[config.mk]
export PLATFORM = sky130hd
export DESIGN_NAME = sn74xx93_counter
export DESIGN_NICKNAME = d
export VERILOG_FILES = /design/src/rtl/sn74xx93_counter.sv
export SDC_FILE = /design/constraint.sdc
export NUM_CORES = 1
export LEC_CHECK = 0
export ABC_AREA = 1
export CORE_AREA = 5 5 42 44
export CTS_BUF_LIST = sky130_fd_sc_hd__clkbuf_8 sky130_fd_sc_hd__clkbuf_16
export CTS_CLUSTER_DIAMETER = 60
export DETAILED_ROUTE_END_ITERATION = 8
export DIE_AREA = 0 0 47 49
export GPL_TIMING_DRIVEN = 0
export PLACE_DENSITY = 0.39
export SETUP_SLACK_MARGIN = 0.4
export SKIP_CTS_REPAIR_TIMING = 1
export SLEW_MARGIN = 40
export SYNTH_ARGS = -nofsm -noshare
export SYNTH_HDL_FRONTEND = slang
export SYNTH_SLANG_ARGS = --single-unit
[constraint.sdc]
create_clock -name clk -period 2.15 [get_ports clk]
set_input_delay 0.43 -clock clk [delete_from_list [all_inputs] [get_ports clk]]
set_output_delay 0.43 -clock clk [all_outputs]
set_load 0.01 [all_outputs]
[src/rtl/sn74xx93_counter.sv]
// sn74xx93_counter
//   Clock-synchronous equivalent of the 74xx93 4-bit ripple binary counter.
//   It has two independent sections. The A section divides by 2 (clka -> outa).
//   The B section divides by 2^WIDTH_B (clkb -> outb).
//   Each section advances on a falling edge of its count pin. The pins are
//   sampled on the rising edge of clk.
//   Tie outa to clkb externally to get a divide-by-16 counter with {outb,outa}
//   as the count.
//
//   Optional build macro: SN74XX93_SYNC_EN
//     When it is defined, clka and clkb each pass through a 2-flop
//     synchronizer before edge detection. The pins may then be asynchronous to
//     clk, and the outputs update 2 clk cycles later.
//
// Ports
//   clk   in   1        system clock, rising edge
//   r0    in   1        reset gate 1; r0 & r1 clears the counter asynchronously
//   r1    in   1        reset gate 2
//   clka  in   1        A-section count pin, counts on 1->0
//   clkb  in   1        B-section count pin, counts on 1->0
//   outa  out  1        A-section state (QA)
//   outb  out  WIDTH_B  B-section state (outb[0] = QB, LSB)

module sn74xx93_counter #(
  parameter int unsigned WIDTH_B = 3
) (
  input  logic               clk,
  input  logic               r0,
  input  logic               r1,
  input  logic               clka,
  input  logic               clkb,
  output logic               outa,
  output logic [WIDTH_B-1:0] outb
);

  // Both reset gates must be high, as on the TTL part.
  logic rst;
  assign rst = r0 & r1;

  logic a_smp;
  logic b_smp;

`ifdef SN74XX93_SYNC_EN
  logic [1:0] a_sync_q;
  logic [1:0] b_sync_q;

  always_ff @(posedge clk or posedge rst) begin
    if (rst) begin
      a_sync_q <= 2'b00;
      b_sync_q <= 2'b00;
    end else begin
      a_sync_q <= {a_sync_q[0], clka};
      b_sync_q <= {b_sync_q[0], clkb};
    end
  end

  assign a_smp = a_sync_q[1];
  assign b_smp = b_sync_q[1];
`else
  assign a_smp = clka;
  assign b_smp = clkb;
`endif

  // The history flops are cleared by reset. A pin must therefore be seen high
  // after reset release before its next low sample can count.
  logic a_hist_q;
  logic b_hist_q;
  logic a_fall;
  logic b_fall;

  always_ff @(posedge clk or posedge rst) begin
    if (rst) begin
      a_hist_q <= 1'b0;
      b_hist_q <= 1'b0;
    end else begin
      a_hist_q <= a_smp;
      b_hist_q <= b_smp;
    end
  end

  assign a_fall = a_hist_q & ~a_smp;
  assign b_fall = b_hist_q & ~b_smp;

  logic               outa_q;
  logic               outa_d;
  logic [WIDTH_B-1:0] outb_q;
  logic [WIDTH_B-1:0] outb_d;

  always_comb begin
    outa_d = outa_q;
    outb_d = outb_q;
    if (a_fall) begin
      outa_d = ~outa_q;
    end
    if (b_fall) begin
      outb_d = outb_q + WIDTH_B'(1);  // wraps modulo 2^WIDTH_B
    end
  end

  always_ff @(posedge clk or posedge rst) begin
    if (rst) begin
      outa_q <= 1'b0;
      outb_q <= '0;
    end else begin
      outa_q <= outa_d;
      outb_q <= outb_d;
    end
  end

  assign outa = outa_q;
  assign outb = outb_q;

endmodule

Word level (Yosys, flattened, before mapping):

Cells that the tools add are included.

* register bits after elaboration: 6
* word-level logic and storage cells: 11
* input port bits: 5

* bitwise operators: 6
* add/sub/neg operators: 1

Operators with widths (number)
* $add A3 B1 Y3 const B: 1
* $and A1 B1 Y1: 3
* $not A1 Y1: 3

Longest topological paths before layout:

Gate-level depths: netlist of run 1.

* depth after elaboration: 2
* mapped depth: 4

Least setup slack after synthesis of run 1:

No wires, ideal clock.

* kind: reg2reg
* start point: register outb_q[0], in the netlist outb[0]
* end point: register outb_q[1], in the netlist outb[1]
* path slack: 1209 ps
* library setup time: 117 ps
* clock period less this slack: 941 ps
* arrival time: 824 ps
* cell stages (with the launch flop): 4
* path through: dfrtp_1 -> ha_1 -> nand3_1 -> nand2_1

* longest elaborated chain between the ends: 1

Ends and longest elaborated chain
* start, declared: RTL line 86 `logic [WIDTH_B-1:0] outb_q;`
* start signal, assigned: RTL line 106 `outb_q <= outb_d;`
* $add A3 B1 Y3: RTL line 96 `outb_d = outb_q + WIDTH_B'(1);`

No other way between the ends.
A chain may end at the register's enable or synchronous reset.

Final worst setup path of run 1:

* start point: register outb_q[0], in the netlist outb[0]
* end point: output port outb[0]

RTL lines
* end, declared: RTL line 33 `output logic [WIDTH_B-1:0] outb`

No word-level cell between the ends.

==> reports/metrics.yaml, run 1 <==
finish:
  n_antenna_cell: 0
  final_cell_mix: "nand2_1, clkdlybuf4s50_1, dfrtp_1"
  fin_util_pct: 27.7
  layout.cells.non_filler: 53
  final_common_cell: "nand2_1"
  syn_to_final_growth_pct: 57.4
  layout-drive-gt1-share_pct: 8.11
  nets: 45
status:
  outcome: "complete, no violations"
sta:
  slew-limit-headroom_pct: 82.2
  hold-worst-slack_ns: 0.442
  fin_ws_ns: 0.559
  fin_setup_tns_ns: 0
  rsz0062_at_grt: "no"
  final_hold_viol_count: 0
  setup_viol: 0
  finClkSkew_ns: 0.00340
  period_share_pct: 74.0
  fin_crit_ns: 1.59
  tightest_slew_ns: 0.267
  fmaxAchievable_ghz: 0.628
  finalMaxSlewViolations: 0
floorplan:
  initial_core_util_pct: 17.6
  coreArea_mm2: 0.00140
  rows: 14
  io_pins: 9
  fp.dieW_um: 47
  die_area_mm2: 0.00230
  fp.dieH_um: 49
placement:
  pre_cts_ws_ns: 0.804
  finalWeightedCongestion: 0.629
  hpwlAfterDp_um: 391
  dp_cells: 50
  port_buffers: 8
grt:
  grt_pass1_wl_um: 897
  grt_max_degree: 7
  antenna_found_initial: 0
  grt_overflow: 0
  grt_pass1_vias: 213
  grt_usage_pct: 6.31
clock_network:
  htree_num_levels: 1
  cts_buffer_depth: 2
  cts-root-buf: "clkbuf_8"
  cts_buffers: 3
  clk_pin_slew_ns: 0.04
  clock_latency_ns: 0.23
  clkSinkCount: 6
  cts_tree: "yes"
setup_path:
  arrival_ns: 1.16
  critPathMaxFanout: 4
  path_buf_inv: 1
  crit_chain: "clkdlybuf4s50_1"
  slowest_delay_ns: 0.56
  rrSetupSlack_ns: 1.19
  cpMaxStageDelayCell: "clkdlybuf4s50_1"
  crit_family: "buffers and inverters"
  crit_path_start_kind: "flip-flop"
  critPathCaptureType: "primary output"
  worstPathRequired_ns: 1.72
  crit_type: "flip-flop to primary output"
drt:
  drt_first_pass_iters: 2
  routed_via_density: 4.09
  wl_per_cell_um: 9.98
  num_vias: 217
  drc: 0
  detail-route-antenna-nets: 0
  drt-total-wl_um: 529
  drt_iter0_drc: 1
synth:
  synth_warnings: 0
  yosysSeqAreaShare_pct: 60.9
  synth_cell_types: 7
  syn_avg_cell_area_um2: 9.48
  mappedNetlistNets: 32
  netlist.area_leader.share_pct: 60.9
  netlist_area_um2: 246
  synthCells: 26
  yosys.area.top_type: "dfrtp_1"
  ys_ff_latch: 6
  synth_area_leaders: "dfrtp_1, nand2_1, nand3b_1"
power:
  p_switching_uw: 120
  clkPwrFrac_pct: 38.4
  vdd_ir_drop_max_v: 0.000428
  combPwrFrac_pct: 25.6
  p_per_area_mw_per_mm2: 1150
  p_leak_uw: 0.000186
  intPower_uw: 328
  p_seq_share_pct: 36.0
  switching_share_pct: 26.8
hold_path:
  hp-class: "primary input to async pin"
job:
  maxCapViolations: 0
==> area by class of cell <==
cell class,count,area (µm²)
Clock buffer,3,41.3
Fill cell,159,1010
Inverter,3,11.3
Sequential cell,6,150
Tap cell,16,20.0
Timing Repair Buffer,8,80.1
Multi-Input combinational cell,17,85.1
==> power groups by stage <==
stage / Sequential (µW) / Combinational, µW / Clock (µW)
after floorplan: 171 / 38.9 / 0
final: 161 / 115 / 172
after CTS: 161 / 118 / 177
after global routing: 165 / 129 / 183
after detailed placement: 161 / 118 / 0
after global placement: 161 / 113 / 0
==> stage by stage <==
step,cell area (µm²),total power [µW]
after floorplan,246,210
after global placement,347,274
after detailed placement,347,279
after CTS,388,456
after global routing,388,477
final,388,448
==> cells in the mapped netlist <==
library cell,count
nand2_1,11
dfrtp_1,6
inv_1,3
nand3_1,2
nand3b_1,2
ha_1,1
nand4_1,1
==> logic make-up after synthesis <==
kind of cell / after synthesis / synth area share [%]
simple gates: 16 / 29.4
flops: 6 / 60.9
buf+inv: 3 / 4.57
fa+ha+maj: 1 / 5.08
==> routing by layer <==
| metal | vias up | GRT usage [%] | share of wire, % |
|---|---|---|---|
| met5 | - | 0 | 0 |
| met3 | 4 | 4.80 | 9.5 |
| met4 | 0 | 8.29 | 4.9 |
| met1 | 98 | 6.28 | 46 |
| met2 | 9 | 6.79 | 40 |
| li1 | 106 | - | - |
==> registers in the layout, summed over array words and instances (netlist names) <==
register	cells
b_hist_q	1
outa	1
a_hist_q	1
outb	3
==> final timing paths <==
check / from / end / cells after the start
setup / recovery: outb[0] / outb[0] / 1
hold / removal: r0 / outb[2] / 2
setup reg to reg: outb[0] / outb[1] / 3
hold reg to reg: outb[2] / outb[2] / 2
max in group asynchronous: r1 / outa / 2
min in group clk: outb[2] / outb[2] / 2
No activity file was read; power rests on OpenSTA's default activity.
==> run 2, diff against run 1 <==
- PLACE_DENSITY: 0.39 -> 0.4
- clock period: 2.15 -> 1.4 ns (I/O delays scaled with it)
==> run 2 against run 1 <==
Net effect:
- wire length up 5.9%
- worst hold slack worse by 0.15 ns
- via count grew 2.8%
- sequential power is 55% higher
- global-route usage shrank 0.28 points
- first-iteration DRC count rose to 4.0 times the previous value
- flip-flop and latch count stayed put
- register-to-register slack got worse by 0.74 ns
- critical endpoint unchanged
- largest power group unchanged
==> reports/metrics.yaml, run 2 (synthesis gave the netlist of run 1 again) <==
status:
  outcome: "complete, no violations"  # unchanged
placement:
  pre_cts_ws_ns: 0.196  # was 0.804 ns
  dpl_cell_area_um2: 347  # unchanged
  finalWeightedCongestion: 0.605  # was 0.629
  dp_cells: 50  # unchanged
  port_buffers: 8  # unchanged
  hpwlAfterDp_um: 396  # was 391 µm
finish:
  largest_reg_flops: 3  # unchanged
  final_cell_area_um2: 389  # was 388 µm²
  num-fill-cells: 160  # was 159
  multi_input_area_um2: 85.1  # unchanged
  nets: 47  # was 45
  layout-drive-gt1-share_pct: 25.6  # was 8.11%
  final_cell_mix: "nand2_1, dfrtp_1, clkdlybuf4s50_1"  # was nand2_1, clkdlybuf4s50_1, dfrtp_1
  regArea_um2: 150  # unchanged
  fin_util_pct: 27.8  # was 27.7%
  syn_to_final_growth_pct: 57.9  # was 57.4%
  layout.cells.non_filler: 55  # was 53
  final_common_cell: "nand2_1"  # unchanged
  n_antenna_cell: 0  # unchanged
sta:
  fin_ws_ns: 0.352  # was 0.559 ns
  finClkSkew_ns: 0.00200  # was 0.00340 ns
  fin_crit_ns: 1.05
  rsz0062_at_grt: "yes"  # was no
  slew-limit-headroom_pct: 82.3  # was 82.2%
  setup_viol: 0  # unchanged
  final_hold_viol_count: 0  # unchanged
  period_share_pct: 74.8
  fmaxAchievable_ghz: 0.955
  tightest_slew_ns: 0.265  # was 0.267 ns
  finalMaxSlewViolations: 0  # unchanged
drt:
  detail-route-antenna-nets: 0  # unchanged
  drt-total-wl_um: 560  # was 529 µm
  drt_first_pass_iters: 4  # was 2
  num_vias: 223  # was 217
  drc: 0  # unchanged
  wl_per_cell_um: 10.2  # was 9.98 µm
  routed_via_density: 4.05  # was 4.09
  drt_iter0_drc: 4  # was 1
clock_network:
  clock_latency_ns: 0.22  # was 0.23 ns
  cts_tree: "yes"  # unchanged
  cts-root-buf: "clkbuf_8"  # unchanged
  clkSinkCount: 6  # unchanged
  cts_buffer_depth: 2  # unchanged
  htree_num_levels: 1  # unchanged
  cts_buffers: 3  # unchanged
  clk_pin_slew_ns: 0.04  # about the same
setup_path:
  slowest_delay_ns: 0.40  # was 0.56 ns
  crit_type: "flip-flop to primary output"  # unchanged
  r2r-start: "outb[0]"  # unchanged
  arrival_ns: 0.77  # was 1.16 ns
  r2r-end: "outb[1]"  # unchanged
  worstPathRequired_ns: 1.12  # was 1.72 ns
  rrSetupSlack_ns: 0.45  # was 1.19 ns
  critPathMaxFanout: 4  # unchanged
  crit_chain: "clkbuf_2"  # was clkdlybuf4s50_1
  critPathLaunch: "outb[0]"  # unchanged
  cpMaxStageDelayCell: "dfrtp_1"  # was clkdlybuf4s50_1
  critPathCaptureType: "primary output"  # unchanged
  crit_family: "flip-flops"  # was buffers and inverters
  rr_worst_depth: 3  # unchanged
  crit_path_start_kind: "flip-flop"  # unchanged
  path_buf_inv: 1  # unchanged
power:
  p_per_area_mw_per_mm2: 1740  # was 1150 mW/mm²
  vdd_ir_drop_max_v: 0.000640  # was 0.000428 V
  p_leak_uw: 0.000198  # was 0.000186 µW
floorplan:
  coreArea_mm2: 0.00140  # unchanged
  fp.dieH_um: 49  # unchanged
  die_area_mm2: 0.00230  # unchanged
  io_pins: 9  # unchanged
  fp.dieW_um: 47  # unchanged
  initial_core_util_pct: 17.6  # unchanged
  rows: 14  # unchanged
grt:
  antenna_found_initial: 0  # unchanged
  grt_overflow: 0  # unchanged
  grt_max_degree: 7  # unchanged
  grt_pass1_vias: 199  # was 213
  grt_usage_pct: 6.03  # was 6.31%
  grt_pass1_wl_um: 883  # was 897 µm
hold_path:
  hp-class: "primary input to async pin"  # unchanged
job:
  maxCapViolations: 0  # unchanged
-- run 2: changes by cell type in the layout (fill, tap and decap cells not counted) --
| cell | delta |
|---|---|
| buf_2 | +1 |
| buf_4 | +2 |
| buf_6 | +1 |
| clkbuf_2 | +2 |
| clkdlybuf4s50_1 | -4 |
| inv_1 | -1 |
| inv_2 | +1 |
-- run 2: final cells by class --
type | count | area share [%]
clock buffer | 3 | 10.6
tap | 16 | 5.14
inverter | 3 | 2.89
multi-input combinational | 17 | 21.9
sequential | 6 | 38.6
timing repair buffer | 10 | 20.9
-- run 2: per-layer routing --
layer	up-vias	track usage [%]	routed length [µm]
met5	-	0	0
met4	0	6.91	27
met3	4	3.69	67
met2	10	6.11	223
met1	100	7.42	242
li1	109	-	-
-- run 2: metrics by stage --
| step | hold slack, ns | power, µW | setup TNS (ns) |
|---|---|---|---|
| 6_report | 0.295 | 677 | 0 |
| 5_1_grt | 0.334 | 721 | 0 |
| 4_1_cts | 0.299 | 694 | -0.105 |
| 3_5_place_dp | 0.499 | 431 | 0 |
| 3_3_place_gp | 0.475 | 421 | 0 |
| 2_1_floorplan | 0.0813 | 323 | 0 |
-- run 2: report_power, final --
part	switching, µW	total [µW]	internal, µW
Clock	72.7	257	185
Combinational	76.0	169	93.1
Sequential	35.2	250	215
-- run 2: how the worst max path moves through the flow --
stage                         end  slack (ns)  depth (start not counted)
final                     outb[0]        0.35                          1
after global routing      outb[0]        0.33                          1
after CTS                 outb[0]       -0.05                          1
after detailed placement  outb[0]        0.20                          1
after global placement    outb[0]        0.20                          1
after floorplan           outb[1]        0.46                          3
